### src/rtl/alu_arb_pkg.sv
// Shared definitions for the ALU arbiter: op encodings, FSM states and the default data width.
package alu_arb_pkg;

    localparam int ALU_W = 8;

    localparam logic [1:0] OP_ADD = 2'b00;
    localparam logic [1:0] OP_SUB = 2'b01;
    localparam logic [1:0] OP_MUL = 2'b10;

    typedef enum logic [1:0] {
        S_IDLE,
        S_EXEC,
        S_DONE
    } state_t;

endpackage

### src/rtl/alu_arbiter_rr_arb2.sv
// Two-input round-robin grant: on a tie, the requester that did not win last time is granted.
module rr_arb2 (
    input  logic       i_clk,
    input  logic       i_rst,
    input  logic [1:0] i_req,
    input  logic       i_advance,
    output logic [1:0] o_grant
);

    logic r_last_grant;

    always_comb begin
        o_grant = i_req;
        if (i_req == 2'b11) begin
            o_grant = r_last_grant ? 2'b01 : 2'b10;
        end
    end

    // Reset to 1 so requester 0 wins the first tie.
    always_ff @(posedge i_clk or posedge i_rst) begin
        if (i_rst) begin
            r_last_grant <= 1'b1;
        end else if (i_advance) begin
            r_last_grant <= o_grant[1];
        end
    end

endmodule

### src/rtl/alu_arbiter.sv
// Round-robin sequencer for the shared add/sub/mul ALU; one op in flight, tagged response.
// Optional signed-overflow flag on the response is enabled with `define ALU_ARB_OVF_EN.
module alu_arbiter
    import alu_arb_pkg::*;
#(
    parameter int WIDTH = ALU_W
) (
    input  logic             i_clk,
    input  logic             i_rst,
    input  logic             i_req0_valid,
    output logic             o_req0_ready,
    input  logic [1:0]       i_req0_op,
    input  logic [WIDTH-1:0] i_req0_a,
    input  logic [WIDTH-1:0] i_req0_b,
    input  logic             i_req1_valid,
    output logic             o_req1_ready,
    input  logic [1:0]       i_req1_op,
    input  logic [WIDTH-1:0] i_req1_a,
    input  logic [WIDTH-1:0] i_req1_b,
    output logic             o_rsp_valid,
    input  logic             i_rsp_ready,
    output logic             o_rsp_id,
    output logic [WIDTH-1:0] o_rsp_result,
`ifdef ALU_ARB_OVF_EN
    output logic             o_rsp_ovf,
`endif
    output logic [WIDTH-1:0] o_alu_first,
    output logic [WIDTH-1:0] o_alu_second,
    output logic             o_alu_mul,
    output logic             o_alu_sub,
    input  logic [WIDTH-1:0] i_alu_result
);

    state_t           r_state;
    state_t           w_next;
    logic [1:0]       w_grant;
    logic             w_hs;
    logic [1:0]       r_op;
    logic [WIDTH-1:0] r_a;
    logic [WIDTH-1:0] r_b;
    logic             r_id;
    logic [WIDTH-1:0] r_result;

    rr_arb2 u_arb (
        .i_clk     (i_clk),
        .i_rst     (i_rst),
        .i_req     ({i_req1_valid, i_req0_valid}),
        .i_advance (w_hs),
        .o_grant   (w_grant)
    );

    always_ff @(posedge i_clk or posedge i_rst) begin
        if (i_rst) begin
            r_state <= S_IDLE;
        end else begin
            r_state <= w_next;
        end
    end

    always_comb begin
        w_next       = r_state;
        w_hs         = 1'b0;
        o_req0_ready = 1'b0;
        o_req1_ready = 1'b0;
        o_rsp_valid  = 1'b0;
        o_alu_mul    = 1'b0;
        o_alu_sub    = 1'b0;
        case (r_state)
            S_IDLE: begin
                // Readies are forced low while reset is held, even with requests pending.
                o_req0_ready = w_grant[0] & ~i_rst;
                o_req1_ready = w_grant[1] & ~i_rst;
                w_hs         = |w_grant;
                if (w_hs) begin
                    w_next = S_EXEC;
                end
            end
            S_EXEC: begin
                o_alu_mul = r_op[1];
                o_alu_sub = ~r_op[1] & r_op[0];
                w_next    = S_DONE;
            end
            S_DONE: begin
                o_rsp_valid = 1'b1;
                if (i_rsp_ready) begin
                    w_next = S_IDLE;
                end
            end
            default: begin
                w_next = S_IDLE;
            end
        endcase
    end

    always_ff @(posedge i_clk or posedge i_rst) begin
        if (i_rst) begin
            r_op     <= OP_ADD;
            r_a      <= '0;
            r_b      <= '0;
            r_id     <= 1'b0;
            r_result <= '0;
        end else begin
            if (w_hs) begin
                r_id <= w_grant[1];
                if (w_grant[1]) begin
                    r_op <= i_req1_op;
                    r_a  <= i_req1_a;
                    r_b  <= i_req1_b;
                end else begin
                    r_op <= i_req0_op;
                    r_a  <= i_req0_a;
                    r_b  <= i_req0_b;
                end
            end
            if (r_state == S_EXEC) begin
                r_result <= i_alu_result;
            end
        end
    end

`ifdef ALU_ARB_OVF_EN
    logic r_ovf;

    function automatic logic ovf_calc(input logic [1:0] op, input logic [WIDTH-1:0] a,
                                      input logic [WIDTH-1:0] b);
        logic [WIDTH-1:0]   s;
        logic [2*WIDTH-1:0] p;
        logic               ovf;
        s   = '0;
        p   = '0;
        ovf = 1'b0;
        if (op[1]) begin
            p   = $signed({{WIDTH{a[WIDTH-1]}}, a}) * $signed({{WIDTH{b[WIDTH-1]}}, b});
            // Overflow unless the upper half is a pure sign extension of the low half.
            ovf = (p != {{WIDTH{p[WIDTH-1]}}, p[WIDTH-1:0]});
        end else if (op == OP_SUB) begin
            s   = a - b;
            ovf = (a[WIDTH-1] != b[WIDTH-1]) && (s[WIDTH-1] != a[WIDTH-1]);
        end else begin
            s   = a + b;
            ovf = (a[WIDTH-1] == b[WIDTH-1]) && (s[WIDTH-1] != a[WIDTH-1]);
        end
        return ovf;
    endfunction

    always_ff @(posedge i_clk or posedge i_rst) begin
        if (i_rst) begin
            r_ovf <= 1'b0;
        end else if (r_state == S_EXEC) begin
            r_ovf <= ovf_calc(r_op, r_a, r_b);
        end
    end

    assign o_rsp_ovf = r_ovf;
`endif

    assign o_alu_first  = r_a;
    assign o_alu_second = r_b;
    assign o_rsp_id     = r_id;
    assign o_rsp_result = r_result;

endmodule
### config.mk
export PLATFORM = sky130hd
export DESIGN_NAME = alu_arbiter
export DESIGN_NICKNAME = d
export VERILOG_FILES = /design/src/rtl/alu_arb_pkg.sv /design/src/rtl/alu_arbiter_rr_arb2.sv /design/src/rtl/alu_arbiter.sv
export SDC_FILE = /design/constraint.sdc
export NUM_CORES = 1
export LEC_CHECK = 0
export ABC_AREA = 0
export ABC_CLOCK_PERIOD_IN_PS = 2200
export BUFFER_PORTS_ARGS = -buffer_cell sky130_fd_sc_hd__buf_2
export CORE_AREA = 2 2 71 73
export DETAILED_ROUTE_END_ITERATION = 7
export DIE_AREA = 0 0 73 75
export PLACE_DENSITY = 0.62
export SLEW_MARGIN = 10
export SYNTH_ARGS = -nofsm -noshare
export SYNTH_HDL_FRONTEND = slang
export SYNTH_HIERARCHICAL = 1
export SYNTH_SLANG_ARGS = --single-unit
export TNS_END_PERCENT = 20
### constraint.sdc
create_clock -name i_clk -period 2.2 [get_ports i_clk]
set_input_delay 0.66 -clock i_clk [delete_from_list [all_inputs] [get_ports i_clk]]
set_output_delay 0.66 -clock i_clk [all_outputs]
set_load 0.02 [all_outputs]
==> out/results.ini <==
[logic_synthesis]
synth.mux.area_fraction_pct = 36.19
netlist_area_um2 = 1404
synth_compound_area_share_pct = 3.387
yosysUniqueCellTypes = 21
synth_xor_area_share_pct = 0
synth.avg_cell_area_um2 = 14.18
synthCells = 99
yosys_register_bits = 30
synth.yosys.seq_area_share_pct = 53.57
synth_top_family_by_area = multiplexers
synthesis.nets = 148
yosys.area_share.adder_pct = 0
yosys_warnings = 6
synth_simple_gate_area_share_pct = 3.119

[floorplan]
dieArea_um2 = 5475
dieHeight_um = 75
num_rows = 25
start_util_pct = 30.12
core_area_um2 = 4661
io_pins = 79
dieWidth_um = 73

[timing]
period_minus_slack_ps = 2016
tightest_slew_ps = 379.8
fin_crit_sh_pct = 91.63
rsz0062_at_grt = false
setup_viol = 0
fmax_mhz = 496.0
fin_tns_setup_ps = 0
slew_headroom_pct = 74.68
clock-skew-final_ps = 6.708
final-hold-violation-count = 0
slew_viol_final = 0

[power_and_ir_drop]
ir_drop_mv = 0.5304
cellLeakagePower_nw = 0.9897
p_sw_mw = 1.044
power.density_nw_per_um2 = 1384
internal_power_mw = 1.690
combPwrFrac_pct = 47.6
p_seq_share_pct = 35.8
power.clock.fraction_pct = 16.6
power.share.switching_pct = 38.18

[worst_setup_path]
slowest_delay_ps = 550
criticalPathCategory = reg2out
crit_chain = inv_1 -> a21boi_1 -> nand2_1 -> nor2_1 -> buf_2
critPathMaxFanout = 3
cpMaxStageDelayCell = dfstp_2
crit_required_ps = 1540
arrival_ps = 1360
crit_path_end_kind = output pin
start_kind = flip-flop
cp_top_family = flip-flops
crit_buf_inv = 2

[cts]
ctsResizeCount = 0
clock_latency_ps = 280
post-cts-setup-buffers = 0
cts_buffer_depth = 2
cts_buffers = 5
root_buffer = clkbuf_8
htree_levels = 2
cts.hold.buffers_added = 0
clk_pin_slew_ps = 60
cts_tree = done
clock_sinks = 30

[drt]
ant_nets = 0
drt_wl_total_mm = 2.851
wire_per_inst_um = 11.83
viasPerCell = 4.427
drc = 0
drtIter0Drc = 25
dr.pass1.iters = 3
vias = 1067

[cells_and_area]
area_delta_synth_final_pct = 40.73
n_antenna_cell = 0
final_nets = 235
final_common_cell = buf_2
most-common-layout-cells = buf_2, dfrtp_1, mux2_1
final_area_um2 = 1976
drive_gt1_share_pct = 60.96

[placement]
io_buffers = 78
gp_congestion = 0.6294
hpwlAfterDp_mm = 2.209
dpl_cell_area_um2 = 1884

[grt]
grt_pass1_vias = 1013
grt_start_max_net_pins = 30
antenna_found_initial = 0
gr-total-overflow = 0
grt_pass1_wl_mm = 4.416
grt.total_usage_pct = 10.89

[hold_path]
hp-class = in2async

[flow_run]
drv_cap = 0

[outcome]
outcome = finished clean

-- sequential cells by signal (all words and copies together), names as in the netlist --
name,flops
o_rsp_result,8
u_arb/r_last_grant,1
r_state,2
o_rsp_id,1
o_alu_first,8
o_alu_second,8
r_op,2
-- worst paths after layout --
kind,from,end,slack (ps),cells past startpoint
setup / recovery,u_arb/r_last_grant,o_req0_ready,180,5
hold / removal,i_rst,u_arb/r_last_grant,410,2
setup reg to reg,u_arb/r_last_grant,o_alu_second[5],520,6
hold reg to reg,o_alu_second[7],o_alu_second[7],480,1
max in group asynchronous,i_rst,o_rsp_result[3],1420,3
min in group i_clk,o_alu_second[7],o_alu_second[7],480,1
-- power by group through the flow --
stage               Combinational [mW]  Sequential, mW  Clock, mW
finish                            1.30           0.978      0.454
global route                      1.41            1.02      0.503
CTS                               1.34           0.984      0.479
detailed placement                1.33           0.993          0
global placement                  1.32           0.985          0
floorplan                        0.609            1.28          0
-- layout make-up --
class                           instances  area [µm²]
Inverter                                5       22.52
Tap cell                               54       67.56
Clock inverter                          1       5.005
Fill cell                             454        2685
Multi-Input combinational cell         59       599.3
Clock buffer                            7       86.33
Timing Repair Buffer                   85       442.9
Sequential cell                        30       752.0
-- logic make-up (layout without fill, tap and decap cells) --
kind of cell / after synthesis / after routing
multiplexers: 45 / 45
AND/OR/NAND/NOR: 8 / 8
buffers and inverters: 10 / 98
flip-flops: 30 / 30
AO/OA/AOI/OAI: 6 / 6
-- cells in the mapped netlist, drive strengths merged --
master	instances	area share [%]
nand2b	2	0.89
dfrtp	29	52
a22o	1	0.62
mux2	43	35
buf	5	2.4
nand2	1	0.27
nor3b	1	0.53
mux2i	2	1.4
a21boi	2	1.3
o21ai	1	0.36
inv	5	1.3
dfstp	1	1.9
o21a	2	1.1
nor2	3	0.98
and3	1	0.45
-- stage by stage --
step	hold WS (ps)	power (mW)	instances	util, %	setup slack (ps)
floorplan	449.2	1.892	99	-	57.78
global placement	464.2	2.305	233	40.43	210.2
detailed placement	469.9	2.325	233	40.43	183.2
CTS	396.7	2.799	241	42.39	80.29
global route	395.0	2.931	241	42.39	43.88
finish	406.4	2.734	241	42.39	184.0
-- metal layers --
metal | vias up | share of wire [%] | global-route usage, %
li1 | 520 | - | -
met1 | 492 | 44 | 12.65
met2 | 49 | 46 | 17.42
met3 | 6 | 8.5 | 4.418
met4 | 0 | 1.9 | 5.556
met5 | - | 0 | 0
(Power assumes the default switching activity.)
